**config.mk**
```make
export PLATFORM = sky130hd
export DESIGN_NAME = sort_sched_flat
export DESIGN_NICKNAME = d
export VERILOG_FILES = /design/src/rtl/sort_sched_if.sv /design/src/rtl/sort_sched.sv /design/src/flat_wrapper.sv
export SDC_FILE = /design/constraint.sdc
export NUM_CORES = 1
export LEC_CHECK = 0
export BUFFER_PORTS_ARGS = -buffer_cell sky130_fd_sc_hd__buf_2
export CORE_ASPECT_RATIO = 1.75
export CORE_MARGIN = 1.5
export CORE_UTILIZATION = 40
export DETAILED_ROUTE_END_ITERATION = 7
export HOLD_SLACK_MARGIN = 0.06
export PLACE_DENSITY = 0.59
export SLEW_MARGIN = 20
export SYNTH_ARGS = -nofsm -noshare
export SYNTH_HDL_FRONTEND = slang
export SYNTH_SLANG_ARGS = --single-unit
export TNS_END_PERCENT = 30
```
**constraint.sdc**
```tcl
create_clock -name clk -period 12.2 [get_ports clk]
set_input_delay 1.83 -clock clk [delete_from_list [all_inputs] [get_ports clk]]
set_output_delay 1.83 -clock clk [all_outputs]
set_load 0.1 [all_outputs]
```
**src/rtl/sort_sched_if.sv**
```systemverilog
// Handshake and read-port bundle for the sort scheduler.
// The master side is the job/read client, the slave side is sort_sched.
interface sort_sched_if #(
    parameter int W = 8
);
    logic         start;
    logic         load_valid;
    logic [W-1:0] load_data;
    logic         load_ready;
    logic         busy;
    logic         done;
    logic [1:0]   rd_req;
    logic [3:0]   rd_addr0;
    logic [3:0]   rd_addr1;
    logic [1:0]   rd_gnt;
    logic         rd_valid;
    logic [W-1:0] rd_data;
    logic         rd_id;
    logic [7:0]   swap_cnt;

    modport master (
        output start, load_valid, load_data, rd_req, rd_addr0, rd_addr1,
        input  load_ready, busy, done, rd_gnt, rd_valid, rd_data, rd_id, swap_cnt
    );

    modport slave (
        input  start, load_valid, load_data, rd_req, rd_addr0, rd_addr1,
        output load_ready, busy, done, rd_gnt, rd_valid, rd_data, rd_id, swap_cnt
    );
endinterface

```
**src/rtl/sort_sched.sv**
```systemverilog
// Load-then-bubble-sort buffer with early-exit passes and a two-requester
// round-robin read port that is only live once the buffer is sorted.
module sort_sched #(
    parameter int SIZE = 15,
    parameter int W    = 8
) (
    input  logic         clk,
    input  logic         rst,
    sort_sched_if.slave  bus
);
    typedef enum logic [1:0] {IDLE, LOAD, SORT, DONE} state_t;

    localparam logic [3:0] LAST_IDX = 4'(SIZE - 1);
    localparam logic [3:0] LAST_J0  = 4'(SIZE - 2);

    state_t       r_state;
    logic [W-1:0] r_mem [SIZE];
    logic [3:0]   r_idx;
    logic [3:0]   r_i;
    logic [3:0]   r_j;
    logic         r_flag;
    logic         r_prio;
    logic [7:0]   r_swapCnt;
    logic         r_loadReady;
    logic         r_busy;
    logic         r_done;
    logic [1:0]   r_gnt;
    logic         r_valid;
    logic         r_id;
    logic [W-1:0] r_data;

    logic [W-1:0] w_lo;
    logic [W-1:0] w_hi;
    logic         w_doSwap;
    logic         w_passEnd;
    logic         w_passSwapped;
    logic         w_startJob;
    logic         w_winner;
    logic [3:0]   w_addr;
    logic [W-1:0] w_rdData;

    assign w_lo          = r_mem[r_j];
    assign w_hi          = r_mem[r_j + 4'd1];
    assign w_doSwap      = w_lo > w_hi;
    assign w_passEnd     = (r_j == (LAST_J0 - r_i));
    assign w_passSwapped = r_flag | w_doSwap;
    assign w_startJob    = bus.start && (r_state == IDLE || r_state == DONE);

    // A lone requester always wins; on contention the priority pointer decides.
    always_comb begin
        w_winner = r_prio;
        if (bus.rd_req == 2'b01) begin
            w_winner = 1'b0;
        end else if (bus.rd_req == 2'b10) begin
            w_winner = 1'b1;
        end
        w_addr   = w_winner ? bus.rd_addr1 : bus.rd_addr0;
        w_rdData = (w_addr < 4'(SIZE)) ? r_mem[w_addr] : '0;
    end

    always_ff @(posedge clk or posedge rst) begin
        if (rst) begin
            r_state     <= IDLE;
            r_idx       <= '0;
            r_i         <= '0;
            r_j         <= '0;
            r_flag      <= 1'b0;
            r_prio      <= 1'b0;
            r_swapCnt   <= '0;
            r_loadReady <= 1'b0;
            r_busy      <= 1'b0;
            r_done      <= 1'b0;
            r_gnt       <= '0;
            r_valid     <= 1'b0;
            r_id        <= 1'b0;
            r_data      <= '0;
            for (int k = 0; k < SIZE; k++) begin
                r_mem[k] <= '0;
            end
        end else if (w_startJob) begin
            r_state     <= LOAD;
            r_idx       <= '0;
            r_swapCnt   <= '0;
            r_done      <= 1'b0;
            r_loadReady <= 1'b1;
            r_busy      <= 1'b1;
            r_gnt       <= '0;
            r_valid     <= 1'b0;
        end else begin
            r_gnt   <= '0;
            r_valid <= 1'b0;
            case (r_state)
                IDLE: ;
                LOAD: begin
                    if (bus.load_valid) begin
                        r_mem[r_idx] <= bus.load_data;
                        if (r_idx == LAST_IDX) begin
                            r_state     <= SORT;
                            r_loadReady <= 1'b0;
                            r_i         <= '0;
                            r_j         <= '0;
                            r_flag      <= 1'b0;
                        end else begin
                            r_idx <= r_idx + 4'd1;
                        end
                    end
                end
                SORT: begin
                    if (w_doSwap) begin
                        r_mem[r_j]        <= w_hi;
                        r_mem[r_j + 4'd1] <= w_lo;
                        r_swapCnt         <= r_swapCnt + 8'd1;
                    end
                    // A clean pass means the buffer is already ordered.
                    if (w_passEnd) begin
                        if (!w_passSwapped || r_i == LAST_J0) begin
                            r_state <= DONE;
                            r_busy  <= 1'b0;
                            r_done  <= 1'b1;
                        end else begin
                            r_i    <= r_i + 4'd1;
                            r_j    <= '0;
                            r_flag <= 1'b0;
                        end
                    end else begin
                        r_j    <= r_j + 4'd1;
                        r_flag <= w_passSwapped;
                    end
                end
                DONE: begin
                    if (|bus.rd_req) begin
                        r_gnt   <= w_winner ? 2'b10 : 2'b01;
                        r_valid <= 1'b1;
                        r_id    <= w_winner;
                        r_data  <= w_rdData;
                        r_prio  <= ~w_winner;
                    end
                end
                default: r_state <= IDLE;
            endcase
        end
    end

    assign bus.load_ready = r_loadReady;
    assign bus.busy       = r_busy;
    assign bus.done       = r_done;
    assign bus.rd_gnt     = r_gnt;
    assign bus.rd_valid   = r_valid;
    assign bus.rd_data    = r_data;
    assign bus.rd_id      = r_id;
    assign bus.swap_cnt   = r_swapCnt;
endmodule
```
**src/flat_wrapper.sv**
```systemverilog
// flat-port wrapper written by rule: the top's interface ports become plain ports
module sort_sched_flat 
#(
    parameter int SIZE = 15,
    parameter int W    = 8
)
  (clk, rst, bus_start, bus_load_valid, bus_load_data, bus_rd_req, bus_rd_addr0, bus_rd_addr1, bus_load_ready, bus_busy, bus_done, bus_rd_gnt, bus_rd_valid, bus_rd_data, bus_rd_id, bus_swap_cnt);
  sort_sched_if #(.W(W)) bus_i ();
  input  logic clk;
  input  logic rst;
  input wire logic [$bits(bus_i.start)-1:0] bus_start;
  input wire logic [$bits(bus_i.load_valid)-1:0] bus_load_valid;
  input wire logic [$bits(bus_i.load_data)-1:0] bus_load_data;
  input wire logic [$bits(bus_i.rd_req)-1:0] bus_rd_req;
  input wire logic [$bits(bus_i.rd_addr0)-1:0] bus_rd_addr0;
  input wire logic [$bits(bus_i.rd_addr1)-1:0] bus_rd_addr1;
  output wire logic [$bits(bus_i.load_ready)-1:0] bus_load_ready;
  output wire logic [$bits(bus_i.busy)-1:0] bus_busy;
  output wire logic [$bits(bus_i.done)-1:0] bus_done;
  output wire logic [$bits(bus_i.rd_gnt)-1:0] bus_rd_gnt;
  output wire logic [$bits(bus_i.rd_valid)-1:0] bus_rd_valid;
  output wire logic [$bits(bus_i.rd_data)-1:0] bus_rd_data;
  output wire logic [$bits(bus_i.rd_id)-1:0] bus_rd_id;
  output wire logic [$bits(bus_i.swap_cnt)-1:0] bus_swap_cnt;
  assign bus_i.start = bus_start;
  assign bus_i.load_valid = bus_load_valid;
  assign bus_i.load_data = bus_load_data;
  assign bus_i.rd_req = bus_rd_req;
  assign bus_i.rd_addr0 = bus_rd_addr0;
  assign bus_i.rd_addr1 = bus_rd_addr1;
  assign bus_load_ready = bus_i.load_ready;
  assign bus_busy = bus_i.busy;
  assign bus_done = bus_i.done;
  assign bus_rd_gnt = bus_i.rd_gnt;
  assign bus_rd_valid = bus_i.rd_valid;
  assign bus_rd_data = bus_i.rd_data;
  assign bus_rd_id = bus_i.rd_id;
  assign bus_swap_cnt = bus_i.swap_cnt;
  sort_sched #(.SIZE(SIZE), .W(W)) u_core (.clk(clk), .rst(rst), .bus(bus_i));
endmodule
```
==> reports/qor.yml, run 1 <==
power_and_ir_drop:
  p_comb_share_pct: 66.3
  intPower_mw: 2.06
  total_power_mw: 4.75
  swShare_pct: 56.6
  p_clk_share_pct: 12.1
  leakage_nw: 5.52
  vdd_ir_drop_max_mv: 0.244
  powerDensity_mw_per_mm2: 347
  p_sw_mw: 2.69
  seqPwrFrac_pct: 21.6
detailed_routing:
  dr.first_iter.drc_count: 1564
  vias_per_cell: 6.84
  wirelength_mm: 54.3
  wl_per_cell_um: 30.1
  firstDrtPassIters: 5
  vias: 12319
  ant_nets: 0
  drcViolationCount: 0
global_route:
  grt_pass1_vias: 12009
  grt_max_degree: 87
  grt_first_pass_wirelength_mm: 80.4
  grt_overflow_total: 0
  grt_usage_pct: 34.4
  antenna_found_initial: 0
layout:
  final_layout_size_suffix_gt1_share_pct: 17.2
  syn2layout_area_growth_pct: 8.05
  utilization_pct: 43.7
  antenna_cells: 0
  nNetsFinal: 1443
  postLayoutCellArea_mm2: 0.0137
  final_common_cell: "nand2_1"
  final_cell_mix: "nand2_1 (183), dfrtp_1 (156), a21oi_1 (111), o21ai_0 (79), nor2_1 (65)"
logic_synthesis:
  synth_top_area_share_pct: 31.4
  ys_warn_count: 0
  synthesis.nets: 1464
  netlist_instances: 1413
  synth_ff_type: "dfrtp_1"
  postSynthAreaPerCell_um2: 8.97
  synth_cell_types: 83
  ys_ff_latch: 159
  yosysSeqAreaShare_pct: 31.4
  synthArstFlopShare_pct: 100
  synth_largest_area_cell: "dfrtp_1"
  synthesis.area_mm2: 0.0127
  synth_edf_count: 0
  synth_area_leaders: "dfrtp_1 (31%), mux4_2 (7.1%), nand2_1 (5.4%)"
clock_tree:
  hold_buffers: 0
  clk_pin_slew_worst_paths_ps: 70
  post_cts_buffers: 0
  cts_htree_levels: 4
  clockBufferDepth: 2
  cts_tree: "yes"
  cts_resized: 0
  clk_latency_ps: 470
  root_buffer: "clkbuf_16"
  numClockSinks: 159
  cts_buffers: 17
sta:
  fmax_mhz: 136
  slew_headroom_pct: 15.9
  period_needed_ps: 7330
  hold_slack_ps: 475
  rsz0062_at_grt: "false"
  skew_ps: 9.26
  hold_violations: 0
  slew_violations: 0
  setup-tns-final_ps: 0
  finalSetupViolations: 0
  finalCritPeriodShare_pct: 60.1
  max_slew.worst_pin.slew_ps: 1250
worst_setup_path:
  crit_path_end_kind: "register"
  crit_chain: "buf_4 -> inv_1 -> ha_2 -> buf_4 -> mux4_2 -> inv_1 -> o22ai_1 -> a221o_1 -> inv_1 -> ha_1 -> nand4_1 -> a21oi_1 -> o31a_1 -> o221ai_2 -> mux2_2"
  start_kind: "register"
  path_max_fanout: 46
  cpPeakStageDelay_ps: 830
  critPathKind: "reg2reg"
  crit_required_ps: 12550
  crit_path_top_delay_cell: "o31a_1"
  cp.arrival_ps: 7680
  crit_top_cell: "inv_1"
die:
  die_w_um: 138
  die_area_mm2: 0.0328
  io_pins: 45
  coreArea_mm2: 0.0313
  placementRows: 86
  initial_core_util_pct: 40.5
  chipHeight_um: 238
hold_path:
  hold_path_class: "reg2reg"
run_status:
  status: "completed"
placement:
  port_buffers: 44
  hpwl_mm: 38.5
  place_area_mm2: 0.0131
  place_congestion: 0.997
job:
  cap_violations: 0
-- cells in the mapped netlist, types with 17 or more instances --
cell type  instances
nand2_1          183
dfrtp_1          159
a21oi_1          111
o21ai_0           79
nor2_1            65
mux2i_1           60
o31ai_1           59
clkbuf_1          55
inv_1             48
buf_2             42
mux4_2            40
nand3_1           39
mux2_2            36
a31oi_1           35
ha_1              29
o22ai_1           25
nor2b_1           21
o21ai_1           18
nand2b_1          17
-- metrics by stage --
step	instances	setup WS, ps
2_1_floorplan	1413	6080
3_3_place_gp	1769	5210
3_5_place_dp	1769	5030
4_1_cts	1801	5000
5_1_grt	1801	4510
6_report	1801	4870
-- flip-flops by register name (all words and copies together), names as in the netlist --
| register | count |
|---|---|
| u_core.bus.load_ready | 1 |
| u_core.bus.rd_data | 8 |
| u_core.bus.rd_id | 1 |
| u_core.r_idx | 4 |
| u_core.bus.rd_gnt | 2 |
| u_core.bus.swap_cnt | 8 |
| u_core.r_prio | 1 |
| u_core.r_flag | 1 |
| u_core.bus.busy | 1 |
| u_core.r_j | 4 |
| u_core.r_mem | 120 |
| u_core.r_i | 4 |
| u_core.r_state | 2 |
| u_core.bus.rd_valid | 1 |
| u_core.bus.done | 1 |
-- cell type report --
cell class	count	area, µm²
multi-input cells	1077	7870
flip-flops and latches	159	3990
clock inverters	12	148
clock buffers	20	457
fillers	3097	17600
repair buffers	84	524
inverters	53	206
well taps	396	495
-- worst paths after layout --
path | from | end | slack (ps) | depth (start not counted)
min | u_core.bus.busy | u_core.bus.busy | 480 | 1
max in group asynchronous | rst | u_core.r_j[3] | 9320 | 3
max | u_core.r_j[0] | u_core.r_mem[103] | 4870 | 15
min in group asynchronous | rst | u_core.r_mem[34] | 1510 | 2
max reg2reg | u_core.r_j[0] | u_core.r_mem[103] | 4870 | 15
min reg2reg | u_core.bus.busy | u_core.bus.busy | 480 | 1
-- critical path: cells and delay by family (launching register included) --
kind                       cells  cell delay [ps]
adders and majority gates      2              800
and+or+nand+nor                1              170
DFF                            1              810
AOI/OAI and AO/OA              5             2590
muxes                          2              770
buffers and inverters          5             1980
-- power by group through the flow --
stage	logic [mW]	clock network, mW	registers (mW)
after floorplan	2.06	0	1.05
after global placement	3.02	0	1.01
after detailed placement	3.04	0	1.02
after CTS	3.05	0.581	1.01
after global routing	3.31	0.596	1.05
final	3.15	0.573	1.03
-- layer usage --
metal / GRT usage [%] / vias to the layer above / part of all wire, %
li1: - / 5300 / -
met1: 38.4 / 5950 / 34
met2: 52.9 / 793 / 46
met3: 7.10 / 276 / 8.3
met4: 33.6 / 0 / 12
met5: 0 / - / 0
-- logic make-up after synthesis --
kind of cell               Yosys count  synth area share, %
DFF                                159                 31.4
buffers and inverters              177                 6.68
AOI/OAI and AO/OA                  491                 27.1
and+or+nand+nor                    397                 14.4
xor gates and xnor gates            15                 1.04
adders and majority gates           30                 2.95
muxes                              144                 16.4
(Power assumes the default switching activity.)
==> inputs of run 2 (changes only) <==
Clock period 12.2 ns to 7 ns, I/O delays scaled along.
==> run 2 against run 1 <==
Against the previous run:
- first-iteration DRC count increased by 3.4%
- cell area increased by 0.31%
- via count increased by 1.4%
- critical path type unchanged
- hold slack improved by 9.7 ps
- highest routed layer unchanged
- total power increased by 75%
- sequential share of layout area decreased by 0.090 points
- flip-flop and latch count unchanged
==> reports/qor.yml, run 2 (synthesized netlist as in run 1, its figures left out) <==
power_and_ir_drop:
  powerDensity_mw_per_mm2: 605  # +75%
  swShare_pct: 56.4  # -0.15 points
  p_clk_share_pct: 11.7  # -0.4 points
  seqPwrFrac_pct: 21.9  # +0.3 points
  leakage_nw: 5.53  # about the same
  total_power_mw: 8.31  # +75%
  intPower_mw: 3.62  # +76%
  vdd_ir_drop_max_mv: 0.316  # +29%
  p_comb_share_pct: 66.4  # about the same
  p_sw_mw: 4.69  # +75%
detailed_routing:
  wl_per_cell_um: 30.5  # +1.2%
  dr.first_iter.drc_count: 1617  # +3.4%
  vias_per_cell: 6.92  # +1.2%
  ant_nets: 0  # unchanged
  drcViolationCount: 0  # unchanged
  firstDrtPassIters: 6  # +1
  wirelength_mm: 55.0  # +1.4%
  vias: 12491  # +1.4%
clock_tree:
  cts_buffers: 17  # unchanged
  hold_buffers: 0  # unchanged
  clockBufferDepth: 2  # unchanged
  numClockSinks: 159  # unchanged
  cts_tree: "yes"
  clk_latency_ps: 460  # about the same
  clk_pin_slew_worst_paths_ps: 70  # about the same
  root_buffer: "clkbuf_16"
  post_cts_buffers: 0  # unchanged
  cts_resized: 0  # unchanged
  cts_htree_levels: 4  # unchanged
run_status:
  status: "completed"
layout:
  nNetsFinal: 1448  # +0.35%
  syn2layout_area_growth_pct: 8.39
  final_cell_mix: "nand2_1 (183), dfrtp_1 (156), a21oi_1 (111), o21ai_0 (79), nor2_1 (62)"
  largest_register: "u_core.r_mem"
  antenna_cells: 0  # unchanged
  final_layout_size_suffix_gt1_share_pct: 17.8  # +0.66 points
  largest_register_ffs: 120  # unchanged
  final_common_cell: "nand2_1"
sta:
  setup-tns-final_ps: 0  # unchanged
  max_slew.worst_pin.slew_ps: 1320  # +75.0 ps
  slew_violations: 0  # unchanged
  skew_ps: 14.5  # +5.28 ps
  setup_ws_ps: 1000  # -3870 ps
  finalCritPeriodShare_pct: 85.7  # +26 points
  slew_headroom_pct: 11.2  # -4.7 points
  period_needed_ps: 6000  # -1330 ps
  fmax_mhz: 167  # +22%
  rsz0062_at_grt: "false"
  finalSetupViolations: 0  # unchanged
  hold_violations: 0  # unchanged
global_route:
  grt_max_degree: 94  # +8.0%
  grt_first_pass_wirelength_mm: 80.2  # -0.22%
  grt_pass1_vias: 11889  # -1.0%
  grt_overflow_total: 0  # unchanged
  antenna_found_initial: 0  # unchanged
  grt_usage_pct: 34.4  # about the same
hold_path:
  hold_end: "u_core.bus.busy"
  hp-start: "u_core.bus.busy"
  holdPathStages: 1  # unchanged
  hold_path_class: "reg2reg"
die:
  placementRows: 86  # unchanged
  die_area_mm2: 0.0328  # unchanged
  coreArea_mm2: 0.0313  # unchanged
  initial_core_util_pct: 40.5  # unchanged
  die_w_um: 138  # unchanged
  chipHeight_um: 238  # unchanged
  io_pins: 45  # unchanged
worst_setup_path:
  crit_required_ps: 7350  # -5200 ps
  crit_chain: "inv_1 -> ha_2 -> buf_4 -> mux4_2 -> a221o_1 -> inv_2 -> ha_1 -> a21o_1 -> a21oi_1 -> nor2b_1 -> o31a_1 -> o221ai_2 -> mux2_2"
  crit_path_top_delay_cell: "o221ai_2"
  cpPeakStageDelay_ps: 780  # -50 ps
  cp.arrival_ps: 6350  # -1330 ps
  critical_path.top_delay_family: "compound AO/OA/AOI/OAI gates"
  critPathKind: "reg2reg"
  reg2reg_setup_slack_ps: 1000  # -3870 ps
  rr_worst_depth: 13  # -2
  reg2reg_to: "u_core.r_mem[103]"
  r2r-start: "u_core.r_j[0]"
  start_kind: "register"
  path_max_fanout: 35  # -24%
  worst-path-buf-inv: 3  # -2
  crit_path_end_kind: "register"
placement:
  hpwl_mm: 39.0  # +1.3%
  port_buffers: 44  # unchanged
  place_congestion: 1.02  # +2.7%
  place_ws_ps: 1170  # -3850 ps
job:
  cap_violations: 0  # unchanged
[run 2: changes by cell type in the layout (fill, tap and decap cells not counted), moves of 2 or more]
cell,delta
nor2_1,-3
inv_8,-2
nor2_2,+3
clkinv_4,-2
clkinvlp_4,+3
buf_4,+6
[run 2: area by class of cell]
type	count	area [µm²]
fill	3082	17600
multi-input combinational	1077	7900
sequential	159	3990
timing repair buffer	89	558
tap	396	495
clock buffer	20	457
inverter	53	206
clock inverter	11	130
[run 2: how the worst max path moves through the flow]
stage                             start                 to  slack (ps)  cells past startpoint
after global placement    u_core.r_j[0]    u_core.r_mem[9]        1070                     13
after CTS                 u_core.r_j[0]  u_core.r_mem[103]        1150                     13
final                     u_core.r_j[0]  u_core.r_mem[103]        1000                     13
after detailed placement  u_core.r_j[0]  u_core.r_mem[103]        1170                     13
after floorplan                     rst    u_core.bus.busy        1660                      1
after global routing      u_core.r_j[0]  u_core.r_mem[102]         850                     13
[run 2: power groups by stage]
stage	clock (mW)	combinational (mW)	sequential [mW]
floorplan	0	3.59	1.83
global placement	0	5.28	1.79
detailed placement	0	5.33	1.80
CTS	0.989	5.35	1.79
global route	1.02	5.80	1.86
finish	0.974	5.52	1.82
[run 2: layer usage]
layer / wire length (µm) / vias to the layer above / part of all wire [%] / track usage (%)
li1: - / 5305 / - / -
met1: 19200 / 6106 / 35 / 38.9
met2: 25600 / 819 / 47 / 54.5
met3: 4300 / 261 / 7.8 / 6.08
met4: 5880 / 0 / 11 / 30.7
met5: 0 / - / 0 / 0
[run 2: through the flow]
stage | instances | utilization (%) | hold slack (ps) | cell area (µm²)
after floorplan | 1413 | - | 463 | 12700
after CTS | 1805 | 43.8 | 488 | 13700
after detailed placement | 1774 | 41.9 | 470 | 13100
after global placement | 1774 | 41.9 | 459 | 13100
after global routing | 1805 | 43.9 | 497 | 13700
final | 1805 | 43.9 | 485 | 13700
==> inputs of run 3 (changes only) <==
Settings changed: CORE_MARGIN 1.5 to not set, HOLD_SLACK_MARGIN 0.06 to not set.
==> run 3 against run 2 <==
Against the previous run:
- cell area increased by 0.66%
- final cell count unchanged
- clock power increased by 12%
- largest cell class unchanged
- clock-buffer cell count decreased by 3
- total power increased by 0.80%
- combinational power about the same
- fmax decreased by 2.4%
- largest power group unchanged
- wire length decreased by 0.98%
==> reports/qor.yml, run 3 (synthesized netlist as in run 1, its figures left out) <==
clock_tree:
  hold_buffers: 0  # unchanged
  cts_buffers: 17  # unchanged
  cts_tree: "yes"
  clk_pin_slew_worst_paths_ps: 70  # about the same
  cts_resized: 0  # unchanged
  post_cts_buffers: 0  # unchanged
  numClockSinks: 159  # unchanged
  cts_htree_levels: 4  # unchanged
  clockBufferDepth: 2  # unchanged
  clk_latency_ps: 470  # about the same
  root_buffer: "clkbuf_16"
placement:
  dp.cells: 1774  # unchanged
  port_buffers: 44  # unchanged
  place_congestion: 1.00  # -1.9%
  place_ws_ps: 1120  # -52.5 ps
  hpwl_mm: 38.3  # -1.7%
hold_path:
  holdPathStages: 2  # +1
  hold_path_class: "reg2reg"
  hold_end: "u_core.bus.rd_data[3]"
  hp-start: "u_core.bus.rd_data[3]"
global_route:
  grt_usage_pct: 34.7  # +0.38 points
  grt_overflow_total: 0  # unchanged
  grt_first_pass_wirelength_mm: 80.2  # about the same
  antenna_found_initial: 0  # unchanged
  grt_max_degree: 80  # -15%
  grt_pass1_vias: 12213  # +2.7%
worst_setup_path:
  start_kind: "register"
  path_max_fanout: 20  # -43%
  crit_path_end_kind: "register"
  cp.arrival_ps: 6500  # +150 ps
  rr_worst_depth: 14  # +1
  crit_required_ps: 7360  # about the same
  critPathKind: "reg2reg"
  reg2reg_to: "u_core.r_mem[1]"
  reg2reg_setup_slack_ps: 860  # -140 ps
  r2r-start: "u_core.r_j[1]"
sta:
  skew_ps: 9.99  # -4.55 ps
  max_slew.worst_pin.slew_ps: 1220  # -101 ps
  finalSetupViolations: 0  # unchanged
  hold_violations: 0  # unchanged
  rsz0062_at_grt: "false"
  setup-tns-final_ps: 0  # unchanged
  setup_ws_ps: 856  # -145 ps
  slew_headroom_pct: 17.6  # +6.5 points
  slew_violations: 0  # unchanged
  finalCritPeriodShare_pct: 87.8  # +2.1 points
  period_needed_ps: 6140  # +145 ps
  fmax_mhz: 163  # -2.4%
layout:
  final_cell_mix: "nand2_1 (183), dfrtp_1 (156), a21oi_1 (111), o21ai_0 (79), nor2_1 (64)"
  largest_register_ffs: 120  # unchanged
  finalNonFillerCells: 1805  # unchanged
  final_layout_size_suffix_gt1_share_pct: 17.9  # +0.078 points
  syn2layout_area_growth_pct: 9.10
  final_common_cell: "nand2_1"
  nNetsFinal: 1453  # +0.35%
  largest_register: "u_core.r_mem"
  antenna_cells: 0  # unchanged
die:
  die_w_um: 137  # -0.73%
  coreArea_mm2: 0.0309  # -1.2%
  io_pins: 45  # unchanged
  die_area_mm2: 0.0324  # -1.1%
  placementRows: 85  # -1.2%
  initial_core_util_pct: 40.9  # +0.48 points
  chipHeight_um: 237  # -0.42%
detailed_routing:
  ant_nets: 0  # unchanged
  vias: 12427  # -0.51%
  vias_per_cell: 6.88  # -0.51%
  drcViolationCount: 0  # unchanged
  wl_per_cell_um: 30.2  # -0.98%
  wirelength_mm: 54.5  # -0.98%
  dr.first_iter.drc_count: 1503  # -7.1%
  firstDrtPassIters: 6  # unchanged
run_status:
  status: "completed"
job:
  cap_violations: 0  # unchanged
power_and_ir_drop:
  leakage_nw: 5.59  # +1.2%
  vdd_ir_drop_max_mv: 0.331  # +4.6%
  powerDensity_mw_per_mm2: 606  # +0.14%
  total_power_mw: 8.38  # +0.80%
-- run 3: cell count changes in the layout (fill, tap and decap cells not counted), sizes merged --
cell / change
clkinvlp: -3
bufinv: +3
clkinv: +1
inv: +2
clkbuf: -3
buf: +5
-- run 3: area by class of cell --
cell class	count	area [µm²]
clock buffers	17	425
clock inverters	14	229
fillers	3037	17100
inverters	53	206
multi-input cells	1077	7880
flip-flops and latches	159	3990
well taps	391	489
repair buffers	94	608
-- run 3: critical path, cell delays in order, from the launching register on --
cell and delay (ps):
dfrtp_2 660, inv_1 200, ha_2 950, mux4_2 370
inv_1 40, o22ai_1 490, a221o_1 620, inv_1 300
ha_1 380, nand4_1 150, a21oi_1 110, o311ai_1 830
o32a_1 590, nor2_1 70, a22o_1 230
-- run 3: through the flow --
stage                     area (µm²)  hold slack [ps]  util, %
after floorplan                12700              463        -
after global placement         13200              468     42.5
after detailed placement       13200              471     42.5
after CTS                      13800              487     44.6
after global routing           13800              510     44.7
final                          13800              485     44.7
-- run 3: worst max path at each step --
stage / startpoint / endpoint / slack (ps) / cells after the start
after floorplan: rst / u_core.bus.busy / 1660 / 1
after global routing: u_core.r_j[1] / u_core.r_mem[1] / 640 / 14
after detailed placement: u_core.r_j[1] / u_core.r_mem[61] / 1120 / 13
after CTS: u_core.r_j[1] / u_core.r_mem[9] / 1110 / 13
after global placement: u_core.r_j[1] / u_core.r_mem[1] / 1130 / 14
final: u_core.r_j[1] / u_core.r_mem[1] / 860 / 14
-- run 3: power by group --
part / leakage (nW) / internal (mW) / switching (mW)
Combinational: 3.29 / 1.78 / 3.77
Clock: 0.319 / 0.639 / 0.449
Sequential: 1.99 / 1.29 / 0.446
-- run 3: layer usage --
| metal | part of all wire (%) | global-route usage (%) |
|---|---|---|
| met5 | 0 | 0 |
| met4 | 10 | 31.8 |
| met3 | 7.8 | 6.44 |
| met2 | 48 | 55.7 |
| met1 | 34 | 38.5 |
